## src/rtl/mem_access_ctrl_if.sv

```systemverilog
// Request-side and RAM-side bundles for mem_access_ctrl.
// Requester drives mem_req_if; controller drives mem_ram_if.
interface mem_req_if #(
  parameter int ADDR_W = 9,
  parameter int DATA_W = 32
);
  logic              rd_req;
  logic              wr_req;
  logic [ADDR_W-1:0] req_addr;
  logic [DATA_W-1:0] req_wdata;
  logic              busy;
  logic              done;
  logic              err;
  logic [DATA_W-1:0] rd_data;

  modport master (
    output rd_req, wr_req, req_addr, req_wdata,
    input  busy, done, err, rd_data
  );

  modport slave (
    input  rd_req, wr_req, req_addr, req_wdata,
    output busy, done, err, rd_data
  );
endinterface

interface mem_ram_if #(
  parameter int ADDR_W = 9,
  parameter int DATA_W = 32
);
  logic              mem_read;
  logic              mem_write;
  logic [ADDR_W-1:0] mem_addr;
  logic [DATA_W-1:0] mem_wdata;
  logic [DATA_W-1:0] mem_rdata;

  modport master (
    output mem_read, mem_write, mem_addr, mem_wdata,
    input  mem_rdata
  );

  modport slave (
    input  mem_read, mem_write, mem_addr, mem_wdata,
    output mem_rdata
  );
endinterface

```

## src/rtl/mem_access_ctrl.sv

```systemverilog
// Single-master load/store initiator for the 512x32 sync RAM.
// Strobes one cycle, waits MEM_LAT cycles for reads, pulses done.
module mem_access_ctrl #(
  parameter int ADDR_W  = 9,
  parameter int DATA_W  = 32,
  parameter int MEM_LAT = 1
) (
  input  logic      clk,
  input  logic      rst_n,
  mem_req_if.slave  req,
  mem_ram_if.master ram
);

  typedef enum logic [1:0] {
    IDLE,
    ACCESS,
    WAIT,
    DONE
  } state_t;

  localparam logic [3:0] LAT_M1 = 4'(MEM_LAT - 1);

  state_t            state_q, state_d;
  logic              is_rd_q, is_rd_d;
  logic [3:0]        cnt_q, cnt_d;
  logic [ADDR_W-1:0] addr_q, addr_d;
  logic [DATA_W-1:0] wdata_q, wdata_d;
  logic [DATA_W-1:0] rdata_q, rdata_d;
  logic              err_q, err_d;

  always_ff @(posedge clk or negedge rst_n) begin
    if (!rst_n) begin
      state_q <= IDLE;
      is_rd_q <= 1'b0;
      cnt_q   <= '0;
      addr_q  <= '0;
      wdata_q <= '0;
      rdata_q <= '0;
      err_q   <= 1'b0;
    end else begin
      state_q <= state_d;
      is_rd_q <= is_rd_d;
      cnt_q   <= cnt_d;
      addr_q  <= addr_d;
      wdata_q <= wdata_d;
      rdata_q <= rdata_d;
      err_q   <= err_d;
    end
  end

  always_comb begin
    state_d = state_q;
    is_rd_d = is_rd_q;
    cnt_d   = cnt_q;
    addr_d  = addr_q;
    wdata_d = wdata_q;
    rdata_d = rdata_q;
    err_d   = 1'b0;
    unique case (state_q)
      IDLE: begin
        unique case (1'b1)
          req.rd_req && req.wr_req: err_d = 1'b1;
          req.rd_req && !req.wr_req: begin
            addr_d  = req.req_addr;
            is_rd_d = 1'b1;
            state_d = ACCESS;
          end
          !req.rd_req && req.wr_req: begin
            addr_d  = req.req_addr;
            wdata_d = req.req_wdata;
            is_rd_d = 1'b0;
            state_d = ACCESS;
          end
          default: ;
        endcase
      end
      ACCESS: begin
        if (is_rd_q) begin
          cnt_d   = LAT_M1;
          state_d = WAIT;
        end else begin
          state_d = DONE;
        end
      end
      WAIT: begin
        // capture on the edge the counter has run out
        if (cnt_q == 4'd0) begin
          rdata_d = ram.mem_rdata;
          state_d = DONE;
        end else begin
          cnt_d = cnt_q - 4'd1;
        end
      end
      DONE: state_d = IDLE;
    endcase
  end

  assign req.busy      = (state_q != IDLE);
  assign req.done      = (state_q == DONE);
  assign req.err       = err_q;
  assign req.rd_data   = rdata_q;
  assign ram.mem_read  = (state_q == ACCESS) && is_rd_q;
  assign ram.mem_write = (state_q == ACCESS) && !is_rd_q;
  assign ram.mem_addr  = addr_q;
  assign ram.mem_wdata = wdata_q;

endmodule

```

## src/flat_wrapper.sv

```systemverilog
// flat-port wrapper written by rule: the top's interface ports become plain ports
module mem_access_ctrl_flat 
#(
  parameter int ADDR_W  = 9,
  parameter int DATA_W  = 32,
  parameter int MEM_LAT = 1
)
  (clk, rst_n, req_rd_req, req_wr_req, req_req_addr, req_req_wdata, req_busy, req_done, req_err, req_rd_data, ram_mem_read, ram_mem_write, ram_mem_addr, ram_mem_wdata, ram_mem_rdata);
  mem_req_if #(.ADDR_W(ADDR_W), .DATA_W(DATA_W)) req_i ();
  mem_ram_if #(.ADDR_W(ADDR_W), .DATA_W(DATA_W)) ram_i ();
  input  logic clk;
  input  logic rst_n;
  input wire logic [$bits(req_i.rd_req)-1:0] req_rd_req;
  input wire logic [$bits(req_i.wr_req)-1:0] req_wr_req;
  input wire logic [$bits(req_i.req_addr)-1:0] req_req_addr;
  input wire logic [$bits(req_i.req_wdata)-1:0] req_req_wdata;
  output wire logic [$bits(req_i.busy)-1:0] req_busy;
  output wire logic [$bits(req_i.done)-1:0] req_done;
  output wire logic [$bits(req_i.err)-1:0] req_err;
  output wire logic [$bits(req_i.rd_data)-1:0] req_rd_data;
  output wire logic [$bits(ram_i.mem_read)-1:0] ram_mem_read;
  output wire logic [$bits(ram_i.mem_write)-1:0] ram_mem_write;
  output wire logic [$bits(ram_i.mem_addr)-1:0] ram_mem_addr;
  output wire logic [$bits(ram_i.mem_wdata)-1:0] ram_mem_wdata;
  input wire logic [$bits(ram_i.mem_rdata)-1:0] ram_mem_rdata;
  assign req_i.rd_req = req_rd_req;
  assign req_i.wr_req = req_wr_req;
  assign req_i.req_addr = req_req_addr;
  assign req_i.req_wdata = req_req_wdata;
  assign req_busy = req_i.busy;
  assign req_done = req_i.done;
  assign req_err = req_i.err;
  assign req_rd_data = req_i.rd_data;
  assign ram_mem_read = ram_i.mem_read;
  assign ram_mem_write = ram_i.mem_write;
  assign ram_mem_addr = ram_i.mem_addr;
  assign ram_mem_wdata = ram_i.mem_wdata;
  assign ram_i.mem_rdata = ram_mem_rdata;
  mem_access_ctrl #(.ADDR_W(ADDR_W), .DATA_W(DATA_W), .MEM_LAT(MEM_LAT)) u_core (.clk(clk), .rst_n(rst_n), .req(req_i), .ram(ram_i));
endmodule
```

## config.mk

```make
export PLATFORM = sky130hd
export DESIGN_NAME = mem_access_ctrl_flat
export DESIGN_NICKNAME = d
export VERILOG_FILES = /design/src/rtl/mem_access_ctrl_if.sv /design/src/rtl/mem_access_ctrl.sv /design/src/flat_wrapper.sv
export SDC_FILE = /design/constraint.sdc
export NUM_CORES = 1
export LEC_CHECK = 0
export ABC_CLOCK_PERIOD_IN_PS = 1850
export CAP_MARGIN = 10
export CORE_ASPECT_RATIO = 2
export CORE_MARGIN = 5
export CORE_UTILIZATION = 37
export CTS_CLUSTER_DIAMETER = 60
export DETAILED_ROUTE_END_ITERATION = 8
export GPL_ROUTABILITY_DRIVEN = 1
export PLACE_DENSITY = 0.77
export SYNTH_ARGS = -nofsm -noshare
export SYNTH_HDL_FRONTEND = slang
export SYNTH_SLANG_ARGS = --single-unit
```

## constraint.sdc

```tcl
create_clock -name clk -period 1.85 [get_ports clk]
set_clock_uncertainty 0.05 [all_clocks]
set_input_delay 0.4625 -clock clk [delete_from_list [all_inputs] [get_ports clk]]
set_output_delay 0.4625 -clock clk [all_outputs]
set_load 0.01 [all_outputs]
```

## Word-level counts from Yosys, hierarchy flattened

Cells that the tools add are included.

- Add/sub/neg operators: 1
- Equal/unequal tests: 7
- Muxes and demuxes: 10
- Reduce and logical (&&, ||, !) cells: 20

Operator list:

| operator | count |
|---|---|
| AND reduction 2 bit | 5 |
| two-way mux 4 bit | 2 |
| one-hot mux 2 bit (4 select lines) | 1 |
| one-hot mux 4 bit (2 select lines) | 1 |
| nonzero test 2 bit | 3 |
| logical AND 1 bit | 5 |
| == test 2 bit, second input constant | 2 |
| zero test 4 bit | 1 |
| two-way mux 2 bit | 2 |
| != test 2 x 1 -> 1 bit, second input constant | 2 |
| != test 2 bit, second input constant | 2 |
| subtractor 4 x 1 -> 4 bit, second input constant | 1 |
| zero test 1 bit | 3 |
| two-way mux 1 bit | 3 |
| AND reduction 3 bit | 1 |
| == test 2 x 1 -> 1 bit, second input constant | 1 |
| zero test 2 bit | 1 |
| one-hot mux 1 bit (2 select lines) | 1 |
| OR reduction 2 bit | 1 |

- Flip-flop bits (word level): 81
- Output and inout port bits: 78

## Logic depth before layout (Yosys ltp)

Gate-level depths: netlist of run 1.

- Depth in word-level cells: 5
- Mapped depth: 7
- Mapped depth without buffers: 5

## Worst setup path before layout of run 1

Ideal clock, no wire load.

- Path kind: flip-flop to flip-flop
- From: register u_core.state_q[0]
- To: register u_core.rdata_q[10] (netlist: u_core.req.rd_data[10])
- Library setup time: 125 ps
- Arrival time: 1592 ps
- Required time: 1675 ps
- Slack: 83 ps
- Stages on the path, launching flop included: 7
- Path buffers: 2
- Period minus slack after synthesis: 1767 ps
- Path through: dfrtp_1 -> inv_1 -> ha_1 -> and4bb_1 -> buf_6 -> buf_6 -> mux2_2

- Longest elaborated chain between the ends: 2

Ends and longest elaborated chain:

| what | line | RTL |
|---|---|---|
| start, declared | mem_access_ctrl.sv:23 | `state_t state_q, state_d;` |
| start signal, assigned | mem_access_ctrl.sv:41 | `state_q <= state_d;` |
| == test 2 bit | mem_access_ctrl.sv:59 | `unique case (state_q)` |
| AND reduction 2 bit (no line) | - |  |
| end signal, assigned | mem_access_ctrl.sv:46 | `rdata_q <= rdata_d;` |
| end, declared | mem_access_ctrl.sv:28 | `logic [DATA_W-1:0] rdata_q, rdata_d;` |

No other way between the ends.
A chain may end at the register's enable or synchronous reset.

## Worst setup path in the final report of run 1

- From: input port req_rd_req
- To: register u_core.addr_q[3] (netlist: u_core.ram.mem_addr[3])

- Longest elaborated chain between the ends: 4

Ends and longest elaborated chain:

| what | line | RTL |
|---|---|---|
| start, declared | flat_wrapper.sv:13 | `input wire logic [$bits(req_i.rd_req)-1:0] req_rd_req;` |
| zero test 1 bit | mem_access_ctrl.sv:68 | `!req.rd_req && req.wr_req: begin` |
| logical AND 1 bit | mem_access_ctrl.sv:68 |  |
| OR reduction 2 bit (no line) (*) | - |  |
| AND reduction 2 bit (no line) (*) | - |  |
| end signal, assigned | mem_access_ctrl.sv:44 | `addr_q <= addr_d;` |
| end, declared | mem_access_ctrl.sv:26 | `logic [ADDR_W-1:0] addr_q, addr_d;` |

Every way passes the cells marked *; elsewhere a longest branch is shown, timed or not.

==> results of run 1 <==
==> through the flow <==
| stage | setup slack, ns | utilization [%] | TNS (ns) |
|---|---|---|---|
| floorplan | 0.0831 | - | 0 |
| global placement | -0.264 | 57.8 | -8.60 |
| detailed placement | -0.298 | 57.8 | -9.44 |
| CTS | -0.0702 | 61.6 | -0.162 |
| global route | -0.0218 | 61.8 | -0.114 |
| finish | 0.0340 | 61.8 | 0 |
==> final cells by class <==
class	instances	area (µm²)	share of cell area, %
sequential	81	2030	37.9
timing repair buffer	170	1680	31.5
multi-input combinational	109	1160	21.7
clock buffer	10	229	4.29
tap	100	125	2.34
clock inverter	6	91.3	1.71
inverter	7	26.3	0.492
==> repair_timing <==
action | CTS | global route
setup endpoints to repair | 4 | 21
hold buffers | 1 | 0
cloned | 0 | 1
gates resized for setup | 8 | 13
pin swaps | 0 | 0
hold endpoints to repair | 20 | 0
==> per-layer routing <==
layer | track usage [%] | part of all wire, % | vias up
met3 | 5.43 | 7.9 | 15
met1 | 15.1 | 33 | 1107
li1 | - | - | 1075
met2 | 28.4 | 56 | 113
met5 | 0 | 0 | -
met4 | 7.83 | 3.4 | 0
==> sequential cells by signal, indices dropped and copies added, names as in the netlist <==
signal                count
u_core.req.rd_data       32
u_core.is_rd_q            1
u_core.ram.mem_addr       9
u_core.req.err            1
u_core.cnt_q              4
u_core.ram.mem_wdata     32
u_core.state_q            2
==> power groups by stage <==
stage / clock network [µW] / registers, µW / logic, µW
finish: 1870 / 3140 / 4510
global route: 2010 / 3260 / 4840
CTS: 1940 / 3140 / 4560
detailed placement: 0 / 3160 / 4560
floorplan: 0 / 3520 / 1790
global placement: 0 / 3120 / 4480
==> placed cells by master, fill, tap and decap left out, drive strengths merged, types with 3 or more instances in the layout <==
cell type,count
buf,18
clkbuf,11
ha,8
nor2b,3
clkdlybuf4s50,149
o21ai,3
dfrtp,81
clkinv,3
inv,8
mux2,73
==> worst paths after layout <==
path | from | endpoint | depth (start not counted)
max | req_rd_req | u_core.ram.mem_addr[3] | 6
min | u_core.req.rd_data[6] | u_core.req.rd_data[6] | 1
max reg2reg | u_core.state_q[0] | u_core.req.rd_data[30] | 5
min reg2reg | u_core.req.rd_data[6] | u_core.req.rd_data[6] | 1
max in group asynchronous | rst_n | u_core.req.rd_data[27] | 3
min in group asynchronous | rst_n | u_core.req.rd_data[13] | 2
==> kinds of logic (layout without fill, tap and decap cells) <==
group | Yosys count | count (layout) | synth area share, %
compound gates | 11 | 11 | 2.84
fa+ha+maj | 8 | 8 | 3.07
buf+inv | 16 | 193 | 2.92
flops | 81 | 81 | 62.2
mux | 74 | 74 | 25.5
simple gates | 16 | 16 | 3.42
==> impl_metrics.tcl, run 1 <==
set metrics [dict create \
    status "complete, no violations" \
    cts_setup_buffers 0 \
    p_clk_share_pct 19.7 \
    antenna_found_initial 0 \
    die_area_um2 10900 \
    syn_inst 206 \
    synth_cell_types 27 \
    relSlewSlack_pct 80.0 \
    p_comb_share_pct 47.4 \
    hold_viol_final 0 \
    syn_nets 291 \
    wirelength_um 8330 \
    synth_ff_type "dfrtp_1" \
    vias_per_cell 4.78 \
    hp-class "flop to flop" \
    dpl_cell_area_um2 5000 \
    synth_edf_count 0 \
    yosys_register_bits 81 \
    period_share_pct 98.2 \
    seqPwrFrac_pct 32.9 \
    area_growth_syn_to_layout_pct 63.9 \
    place_congestion 0.751 \
    drt_first_iter_violations 28 \
    die_h_um 143 \
    cts_inserted_buffers 9 \
    cts.htree.levels 3 \
    rrSetupSlack_ns 0.08 \
    power_density_nw_per_um2 1780 \
    max_freq_mhz 551 \
    whs_ns 0.452 \
    grt_pass1_vias 2597 \
    start_util_pct 37.7 \
    fin_crit_ns 1.82 \
    fin_nets 463 \
    crit_type "primary input to flop" \
    syn_area_per_cell_um2 15.8 \
    synth_top_area_cell "dfrtp_1" \
    io_pins 155 \
    path_buf_inv 3 \
    cts_sinks 81 \
    drc 0 \
    cap_violations 0 \
    leakagePower_uw 0.00228 \
    io_buffers 154 \
    dr.pass1.iters 2 \
    cp.required_ns 2.01 \
    placementRows 48 \
    cts.clk_slew.worst_paths_ns 0.06 \
    worst-path-max-fanout 4 \
    die_width_um 76.4 \
    fin_cells 483 \
    worst_pin_slew_ns 0.300 \
    slowest_stage "clkdlybuf4s50_1" \
    fin_area_um2 5340 \
    cp_cell_sequence "clkdlybuf4s50_1 > inv_1 > ha_1 > nor2b_2 > buf_2 > mux2_2" \
    wl_per_cell_um 17.2 \
    drv_slew 0 \
    slowest_delay_ns 0.48 \
    grt_max_degree 38 \
    p_total_uw 9520 \
    arrival_ns 1.98 \
    ys_top_cells_by_area "dfrtp_1 62%, mux2_2 25%, ha_1 3.1%, buf_6 1.4%, inv_1 0.81%" \
    p_int_uw 6670 \
    path_delay_family "buffers and inverters" \
    cts-root-buf "clkbuf_16" \
    synth.most_common_cell "dfrtp_1" \
    netlist.area_leader.share_pct 62.2 \
    core_um2 8650 \
    syn-cell-area_um2 3260 \
    seq_area_frac_synth_pct 62.2 \
    worstSkewPairLatency_ns 0.33 \
    dp.cells 465 \
    p_sw_uw 2850 \
    num-fill-cells 710 \
    via_count 2310 \
    grt_pass1_wl_um 13300 \
    gr-total-overflow 0 \
    antenna_left 0 \
    critPathLaunchType "primary input" \
    cts_tree "done" \
    switching_share_pct 29.9 \
    setup_viol 0 \
    crit_path_end_kind "flop" \
    drive_gt1_share_pct 30.3 \
    clock_path_buffers 2 \
    antenna_cells 0 \
    synth.yosys.warnings 0 \
    async_flop_share_pct 100 \
    grtUsageTotal_pct 15.5 \
    peakVddDrop_mv 0.938 \
    synth_commonest_cells "81 x dfrtp_1, 73 x mux2_2, 8 x ha_1" \
    place_hpwl_um 6510 \
]
No activity file was read; power rests on OpenSTA's default activity.
==> inputs of run 2 (changes only) <==
Settings changed: GPL_TIMING_DRIVEN set to 0.
==> run 2 against run 1 <==
  * Worst setup slack got worse by 0.0020 ns
  * Largest cell class unchanged
  * Sequential power about the same
  * Critical path depth unchanged
  * Combinational power increased by 3%
  * Final area increased by 0.23%
  * Critical path type unchanged
==> impl_metrics.tcl, run 2 (synthesized netlist as in run 1, its figures left out) <==
set metrics [dict create \
    cts.htree.levels 3 \
    grtUsageTotal_pct 15.8 \
    die_h_um 143 \
    wirelength_um 8410 \
    core_um2 8650 \
    crit_path_start "req_rd_req" \
    crit_type "primary input to flop" \
    place_hpwl_um 6420 \
    drv_slew 0 \
    die_width_um 76.4 \
    worst_pin_slew_ns 0.346 \
    peakVddDrop_mv 0.992 \
    drc 0 \
    drive_gt1_share_pct 31.3 \
    arrival_ns 1.98 \
    p_total_uw 9530 \
    cp.required_ns 2.01 \
    drt_first_iter_violations 63 \
    io_buffers 154 \
    cap_violations 0 \
    dpl_cell_area_um2 4950 \
    setup_slack_ns 0.0320 \
    cts_tree "done" \
    antenna_cells 0 \
    critPathLaunchType "primary input" \
    max_freq_mhz 550 \
    dp.cells 461 \
    whs_path_depth 1 \
    cts-root-buf "clkbuf_16" \
    grt_pass1_vias 2642 \
    final_cell_mix "149 x clkdlybuf4s50_1, 80 x dfrtp_1, 73 x mux2_2" \
    grt_pass1_wl_um 13500 \
    fin_cells 484 \
    reg2reg_to "u_core.req.rd_data[23]" \
    cts_sinks 81 \
    gr-total-overflow 0 \
    via_count 2325 \
    clock_path_buffers 2 \
    path_delay_family "buffers and inverters" \
    path_buf_inv 3 \
    slowest_delay_ns 0.48 \
    area_growth_syn_to_layout_pct 64.3 \
    hp-class "flop to flop" \
    dr.pass1.iters 4 \
    hold_viol_final 0 \
    antenna_left 0 \
    fin_nets 465 \
    num-fill-cells 700 \
    final_common_cell "clkdlybuf4s50_1" \
    leakagePower_uw 0.00227 \
    dp_slack_ns -0.407 \
    worst-path-max-fanout 5 \
    placementRows 48 \
    fin_area_um2 5350 \
    start_util_pct 37.7 \
    io_pins 155 \
    slowest_stage "clkdlybuf4s50_1" \
    cts.clk_slew.worst_paths_ns 0.06 \
    wl_per_cell_um 17.4 \
    worstSkewPairLatency_ns 0.33 \
    relSlewSlack_pct 76.9 \
    crit_path_end_kind "flop" \
    r2r_start "u_core.state_q[0]" \
    setup_viol 0 \
    die_area_um2 10900 \
    grt_max_degree 66 \
    rrSetupSlack_ns 0.06 \
    rsz0062_at_grt "true" \
    place_congestion 0.724 \
    reg2reg_depth 6 \
    status "complete, no violations" \
    power_density_nw_per_um2 1780 \
    worstSetupEndpoint "u_core.ram.mem_addr[4]" \
    cts_inserted_buffers 9 \
    vias_per_cell 4.80 \
    fin_crit_ns 1.82 \
    final_util_pct 61.9 \
    cp_cell_sequence "clkdlybuf4s50_1 > inv_1 > ha_1 > nor2b_2 > buf_2 > mux2_2" \
    period_share_pct 98.3 \
    path_depth 6 \
    antenna_found_initial 0 \
]
==> run 2: cell count changes in the layout (fill, tap and decap cells not counted), moves of 2 or more <==
cell	delta
clkinv_4	-2
ha_1	-2
clkbuf_8	+2
buf_12	-3
ha_4	+3
buf_6	+5
==> run 2: worst reg2reg max path, stage by stage (launching register included) <==
cell and delay (ns):
dfrtp_2 0.45, inv_4 0.12, ha_4 0.19, and4bb_1 0.23, buf_6 0.14, buf_6 0.16
mux2_2 0.35
==> run 2: per-layer routing <==
layer / vias to the layer above / share of wire, % / GRT usage [%]
met4: 0 / 4.6 / 9.40
li1: 1067 / - / -
met5: - / 0 / 0
met2: 119 / 54 / 27.6
met1: 1116 / 34 / 16.1
met3: 23 / 7.7 / 5.62
==> run 2: worst min-delay path by stage <==
stage                                        start                  endpoint  slack (ns)
after floorplan                              rst_n           u_core.cnt_q[0]        0.12
after global placement    u_core.ram.mem_wdata[22]  u_core.ram.mem_wdata[22]        0.44
after detailed placement                     rst_n    u_core.req.rd_data[13]        0.30
after CTS                  u_core.ram.mem_wdata[0]   u_core.ram.mem_wdata[0]        0.46
after global routing         u_core.req.rd_data[5]     u_core.req.rd_data[5]        0.47
final                      u_core.ram.mem_wdata[0]   u_core.ram.mem_wdata[0]        0.45
==> run 2: area by class of cell <==
| class | count | area (µm²) | share of cell area (%) |
|---|---|---|---|
| flip-flops and latches | 81 | 2030 | 37.9 |
| repair buffers | 163 | 1610 | 30.1 |
| multi-input cells | 109 | 1180 | 22.0 |
| clock buffers | 13 | 260 | 4.86 |
| well taps | 100 | 125 | 2.34 |
| plain buffers | 9 | 82.6 | 1.54 |
| clock inverters | 2 | 37.5 | 0.701 |
| inverters | 7 | 28.8 | 0.538 |
==> run 2: stage by stage <==
| stage | hold WS [ns] | TNS (ns) |
|---|---|---|
| 2_1_floorplan | 0.117 | 0 |
| 3_3_place_gp | 0.436 | -225.60 |
| 3_5_place_dp | 0.302 | -17.07 |
| 4_1_cts | 0.456 | -0.0847 |
| 5_1_grt | 0.467 | -0.00902 |
| 6_report | 0.452 | 0 |
==> run 2: what timing repair did <==
item	CTS	global route
hold buffers	1	0
hold endpoints to repair	16	0
gates resized for setup	21	17
setup endpoints to repair	71	69
cloned	0	1
setup buffers	6	0
pin swaps	0	1
==> run 2: where the power goes <==
group	internal (µW)	switching, µW
Clock	1110	654
Sequential	2680	453
Combinational	2890	1750
Total	6680	2860
